**src/rtl/systolic_skew_feeder.sv**
```systemverilog
// Skews one accepted matrix row per handshake into the diagonal stream a systolic array
// consumes, then appends zero drain beats after the final row of a batch.
module systolic_skew_feeder #(
  parameter int BitSize     = 8,
  parameter int NumOfInputs = 2,
  parameter int NumOfNerves = 2
) (
  input  logic                           clk,
  input  logic                           res_n,
  input  logic                           arr_ready,
  input  logic                           s_valid,
  output logic                           s_ready,
  input  logic                           s_last,
  input  logic [NumOfInputs*BitSize-1:0] s_data,
  output logic [NumOfInputs*BitSize-1:0] m_data,
  output logic                           m_valid,
  output logic                           m_start,
  output logic                           m_last
);

  localparam int DrainLen = NumOfInputs + NumOfNerves - 1;
  localparam int CntW     = $clog2(DrainLen + 1);

  localparam logic [1:0] WAIT   = 2'd0;
  localparam logic [1:0] STREAM = 2'd1;
  localparam logic [1:0] DRAIN  = 2'd2;

  logic [1:0]      state_reg;
  logic [1:0]      state_next;
  logic [CntW-1:0] cnt_reg;
  logic            m_valid_reg;
  logic            m_start_reg;
  logic            m_last_reg;
  logic            accept;
  logic            advance;
  logic            in_drain;

  assign in_drain = (state_reg == DRAIN);
  assign s_ready  = (state_reg == STREAM) && arr_ready;
  assign accept   = s_ready && s_valid;
  assign advance  = accept || in_drain;

  always_comb begin
    state_next = state_reg;
    case (state_reg)
      WAIT:    if (arr_ready) state_next = STREAM;
      STREAM: begin
        if (!arr_ready)           state_next = WAIT;
        else if (accept && s_last) state_next = DRAIN;
      end
      DRAIN:   if (cnt_reg == CntW'(1)) state_next = arr_ready ? STREAM : WAIT;
      default: state_next = WAIT;
    endcase
  end

  always_ff @(posedge clk or negedge res_n) begin
    if (!res_n) begin
      state_reg   <= WAIT;
      cnt_reg     <= '0;
      m_valid_reg <= 1'b0;
      m_start_reg <= 1'b0;
      m_last_reg  <= 1'b0;
    end else begin
      state_reg   <= state_next;
      m_valid_reg <= advance;
      m_start_reg <= accept;
      // The drain beat that takes the counter from 1 to 0 closes the batch.
      m_last_reg  <= in_drain && (cnt_reg == CntW'(1));
      if (accept && s_last)
        cnt_reg <= CntW'(DrainLen);
      else if (in_drain)
        cnt_reg <= cnt_reg - CntW'(1);
    end
  end

  assign m_valid = m_valid_reg;
  assign m_start = m_start_reg;
  assign m_last  = m_last_reg;

  // Lane gi is a gi+1 deep shift register that only moves on an advance.
  for (genvar gi = 0; gi < NumOfInputs; gi++) begin : g_lane
    logic [BitSize-1:0] lane_reg [0:gi];
    logic [BitSize-1:0] lane_in;

    assign lane_in = in_drain ? '0 : s_data[(NumOfInputs-1-gi)*BitSize +: BitSize];

    always_ff @(posedge clk or negedge res_n) begin
      if (!res_n) begin
        for (int k = 0; k <= gi; k++) lane_reg[k] <= '0;
      end else if (advance) begin
        lane_reg[0] <= lane_in;
        for (int k = 1; k <= gi; k++) lane_reg[k] <= lane_reg[k-1];
      end
    end

    assign m_data[(NumOfInputs-1-gi)*BitSize +: BitSize] = lane_reg[gi];
  end

endmodule

```
**config.mk**
```make
export PLATFORM = sky130hd
export DESIGN_NAME = systolic_skew_feeder
export DESIGN_NICKNAME = d
export VERILOG_FILES = /design/src/rtl/systolic_skew_feeder.sv
export SDC_FILE = /design/constraint.sdc
export NUM_CORES = 1
export LEC_CHECK = 0
export BUFFER_PORTS_ARGS = -buffer_cell sky130_fd_sc_hd__buf_4
export CAP_MARGIN = 20
export CORE_ASPECT_RATIO = 1.25
export CORE_MARGIN = 5
export CORE_UTILIZATION = 49
export DETAILED_ROUTE_END_ITERATION = 10
export PLACE_DENSITY = 0.74
export RECOVER_POWER = 50
export SLEW_MARGIN = 20
export SYNTH_ARGS = -nofsm -noshare
export SYNTH_HDL_FRONTEND = slang
export SYNTH_SLANG_ARGS = --single-unit
```
**constraint.sdc**
```tcl
create_clock -name clk -period 1.4 [get_ports clk]
set_clock_uncertainty 0.1 [all_clocks]
set_input_delay 0.07 -clock clk [delete_from_list [all_inputs] [get_ports clk]]
set_output_delay 0.07 -clock clk [all_outputs]
set_load 0.02 [all_outputs]
```
Word-level counts from Yosys, hierarchy flattened --
Cells that the tools add are included.
Operators by class: add/subtract/negate cells 1, reductions and logical operators 8, equal/unequal tests 6, mux-type cells 10
Operators with widths (count):
- $mux W8 | 2
- $mux W2 | 6
- $pmux W2 S3 | 1
- $eq A2 B1 Y1 const B | 2
- $logic_and A1 B1 Y1 | 4
- $ne A3 B2 Y1 const B | 1
- $reduce_and A3 Y1 | 1
- $eq A2 B2 Y1 const B | 1
- $logic_not A2 Y1 | 1
- $ne A2 B1 Y1 const B | 1
- $ne A2 B2 Y1 const B | 1
- $reduce_bool A2 Y1 | 1
- $sub A2 B1 Y2 const B | 1
- $logic_or A1 B1 Y1 | 1
- $mux W1 | 1
Word-level totals: bits in registers 31, input bits 21, word-level logic and storage cells 33

Logic depth before layout (Yosys ltp) --
depth in word-level cells 7, gate-level depth with buffers 5

Least setup slack after synthesis --
No wires, ideal clock.
path kind register to register, start point register state_reg[1], end point register g_lane[1].lane_reg (netlist bit m_data[0]), slack 0.062 ns, stages on the path, launching flop included 4, data arrival time 1.112 ns, data required time 1.175 ns, path buffers 0, cell sequence dfrtp_1 -> nand4b_4 -> nand2_8 -> mux2_4
On the way: word-level cells in the longest chain between the ends 4
Ends and longest elaborated chain:
- start: declaration | RTL line 28 | logic [1:0] state_reg;
- start signal: assignment | RTL line 64 | state_reg <= state_next;
- $eq A2 B1 Y1 | RTL line 39 | assign s_ready = (state_reg == STREAM) && arr_ready;
- $logic_and A1 B1 Y1 | RTL line 39
- $logic_and A1 B1 Y1 | RTL line 40 | assign accept = s_ready && s_valid;
- $logic_or A1 B1 Y1 * | RTL line 41 | assign advance = accept || in_drain;
- net advance | RTL line 35 | logic advance;
- end: declaration | RTL line 82 | logic [BitSize-1:0] lane_reg [0:gi];
Mark *: on every way through the listed nets, which the timed path passes. The rest lies on a longest branch. A chain may end at the register's enable or synchronous reset.

Worst setup path after layout --
start point register state_reg[0], end point register g_lane[1].lane_reg (netlist bit m_data[1])
The elaborated chain is that of the path after synthesis.

==> impl_metrics.yaml <==
status:
  status: "complete, no violations"
sta:
  hold_ws_ps: 231.8
  finalCritPeriodShare_pct: 98.53
  setup_slack_ps: 20.58
  rsz0062_at_grt: "yes"
  finalHoldViolCount: 0
  final.min_clock_period_ps: 1379
  slew_viol_final: 0
  slew_headroom_pct: 50.47
  setup_violations: 0
  tightest_slew_ps: 742.9
  setup-tns-final_ps: 0
  max_freq_ghz: 0.7249
worst_setup_path:
  arrival_ps: 1500
  r2r-end: "m_data[1]"
  path_buf_inv: 0
  cp_max_fo: 9
  r2r-start: "state_reg[0]"
  critPathRequiredTime_ps: 1520
  rrSetupSlack_ps: 20
  cpLargestDelayFamily: "flip-flops"
  critPathLaunchType: "flop"
  r2r_cells: 3
  cpPeakStageDelay_ps: 450
  critPathCaptureType: "flop"
  cp-endpoint: "m_data[1]"
  worst-setup-path-type: "flop to flop"
  crit_chain: "or2b_4 -> nand2_8 -> mux2_4"
  startpoint: "state_reg[0]"
  path_depth: 3
  cp_slowest_cell: "dfrtp_2"
route:
  via_per_inst: 4.748
  route.detailed.drc: 0
  wirelength_um: 2770
  drt_pass1_iterations: 4
  vias: 997
  drt_iter0_drc: 19
  antenna_left: 0
  wl_per_cell_um: 13.19
placed_design:
  io_buffers: 40
  dp_worst_setup_slack_ps: -7.733
  place_congestion: 0.6966
  dp_hpwl_um: 1874
  dpl.cell_count: 182
  place_area_mm2: 0.001608
synth:
  ys_ff_latch: 31
  syn_avg_cell_area_um2: 11.41
  synth-main-ff-cell: "dfrtp_1"
  synth-edff-count: 0
  synth_warnings: 0
  syn_inst: 117
  seq_area_frac_synth_pct: 58.11
  ys_async_sr_fraction_pct: 100.0
  synth_nets: 139
  ys_types: 20
  netlist_area_mm2: 0.001335
cts:
  clk_latency_ps: 330
  clk_pin_slew_ps: 100
  clockBufferDepth: 2
  cts_inserted_buffers: 5
  cts_max_level: 2
  cts_num_sinks: 31
  root_buffer: "clkbuf_4"
  cts_tree: "yes"
cells_and_area:
  layout_common_cells: "buf_4 (37), nand2_1 (35), dfrtp_1 (30), dlygate4sd3_1 (20), nand3_1 (16)"
  final_common_cell: "buf_4"
  syn_to_final_growth_pct: 41.61
  nNetsFinal: 197
  post-route-util_pct: 71.24
  largest_register_ffs: 16
  design_area_mm2: 0.001891
  diodes: 0
  num-fill-cells: 204
  drive_gt1_share_pct: 34.09
  final_cells: 210
floorplan:
  die_height_um: 68.36
  core_area_mm2: 0.002654
  start_util_pct: 50.31
  die_area_mm2: 0.003875
  rows: 21
  die_w_um: 56.69
  pin_count: 41
grt:
  grt_pass1_vias: 1027
  grt_overflow: 0
  grt_antenna_before_repair: 0
  grt-busiest-layer: "met2"
  met3_usage_pct: 3.774
  track_usage_pct: 16.52
  grt_pass1_wl_um: 4795
  grt_max_degree: 32
  grt_util_met2_pct: 27.46
  gr-usage-met1_pct: 19.62
pwr:
  p_total_mw: 3.161
  ir_drop_mv: 1.032
  pwr_density_cell_mw_per_mm2: 1672
  leakagePower_nw: 1.003
flow_run:
  maxCapViolations: 0
worst_hold_path:
  hp-class: "input pin to async pin"
## kinds of logic (layout without fill, tap and decap cells)
| logic type | Yosys count | in the layout | synth area share [%] |
|---|---|---|---|
| AOI/OAI and AO/OA | 4 | 4 | 1.687 |
| xor gates and xnor gates | 1 | 1 | 0.6562 |
| DFF | 31 | 31 | 58.11 |
| adders and majority gates | 1 | 1 | 0.9371 |
| buffers and inverters | 15 | 74 | 7.967 |
| muxes | 9 | 9 | 9.747 |
| and+or+nand+nor | 56 | 56 | 20.90 |
## cell usage after synthesis, types with 2 or more instances
library cell | count | share of area, %
a21oi_1 | 2 | 0.75
buf_2 | 2 | 0.75
buf_4 | 8 | 4.5
buf_6 | 2 | 1.7
dfrtp_1 | 31 | 58
inv_1 | 2 | 0.56
mux2_4 | 8 | 9.0
nand2_1 | 35 | 9.8
nand3_1 | 16 | 6.0
## per-layer routing
metal | wire length, µm | up-vias
met5 | 0 | -
met1 | 1151 | 470
met4 | 69 | 0
li1 | - | 489
met2 | 1412 | 31
met3 | 136 | 7
## worst min path at each step
| stage | from | to | slack (ps) | cells after the start |
|---|---|---|---|---|
| after floorplan | res_n | cnt_reg[0] | -330 | 0 |
| after global placement | res_n | m_data[2] | -90 | 1 |
| after detailed placement | res_n | m_data[5] | -80 | 1 |
| after CTS | res_n | m_data[5] | 100 | 2 |
| after global routing | res_n | m_start | 320 | 2 |
| final | res_n | g_lane[1].lane_reg[15] | 230 | 2 |
## cell type report
class	instances	area, µm²	share of cell area [%]
Timing Repair Buffer	63	518.0	27.40
Clock buffer	6	51.30	2.713
Sequential cell	31	777.0	41.10
Tap cell	34	42.54	2.250
Clock inverter	2	35.03	1.853
Inverter	3	13.76	0.7280
Multi-Input combinational cell	71	452.9	23.96
## worst register-to-register path, delay by kind of cell (launching register included)
family | cells | cell delay (ps)
DFF | 1 | 450
and+or+nand+nor | 2 | 420
muxes | 1 | 310
## what timing repair did
action / CTS / global route
hold buffers: 20 / 0
endpoints found under the setup margin: 1 / 9
resized for setup: 1 / 3
pin swaps: 0 / 1
setup buffers: 0 / 0
hold endpoints to repair: 51 / 0
## report_power, final
part | internal [mW] | switching, mW | total, mW | leakage (nW)
sequential | 1.17 | 0.168 | 1.34 | 0.395
clock | 0.422 | 0.300 | 0.722 | 0.0482
combinational | 0.565 | 0.531 | 1.10 | 0.560
total | 2.16 | 0.999 | 3.16 | 1.00
Power figures use the tool's default switching activity.
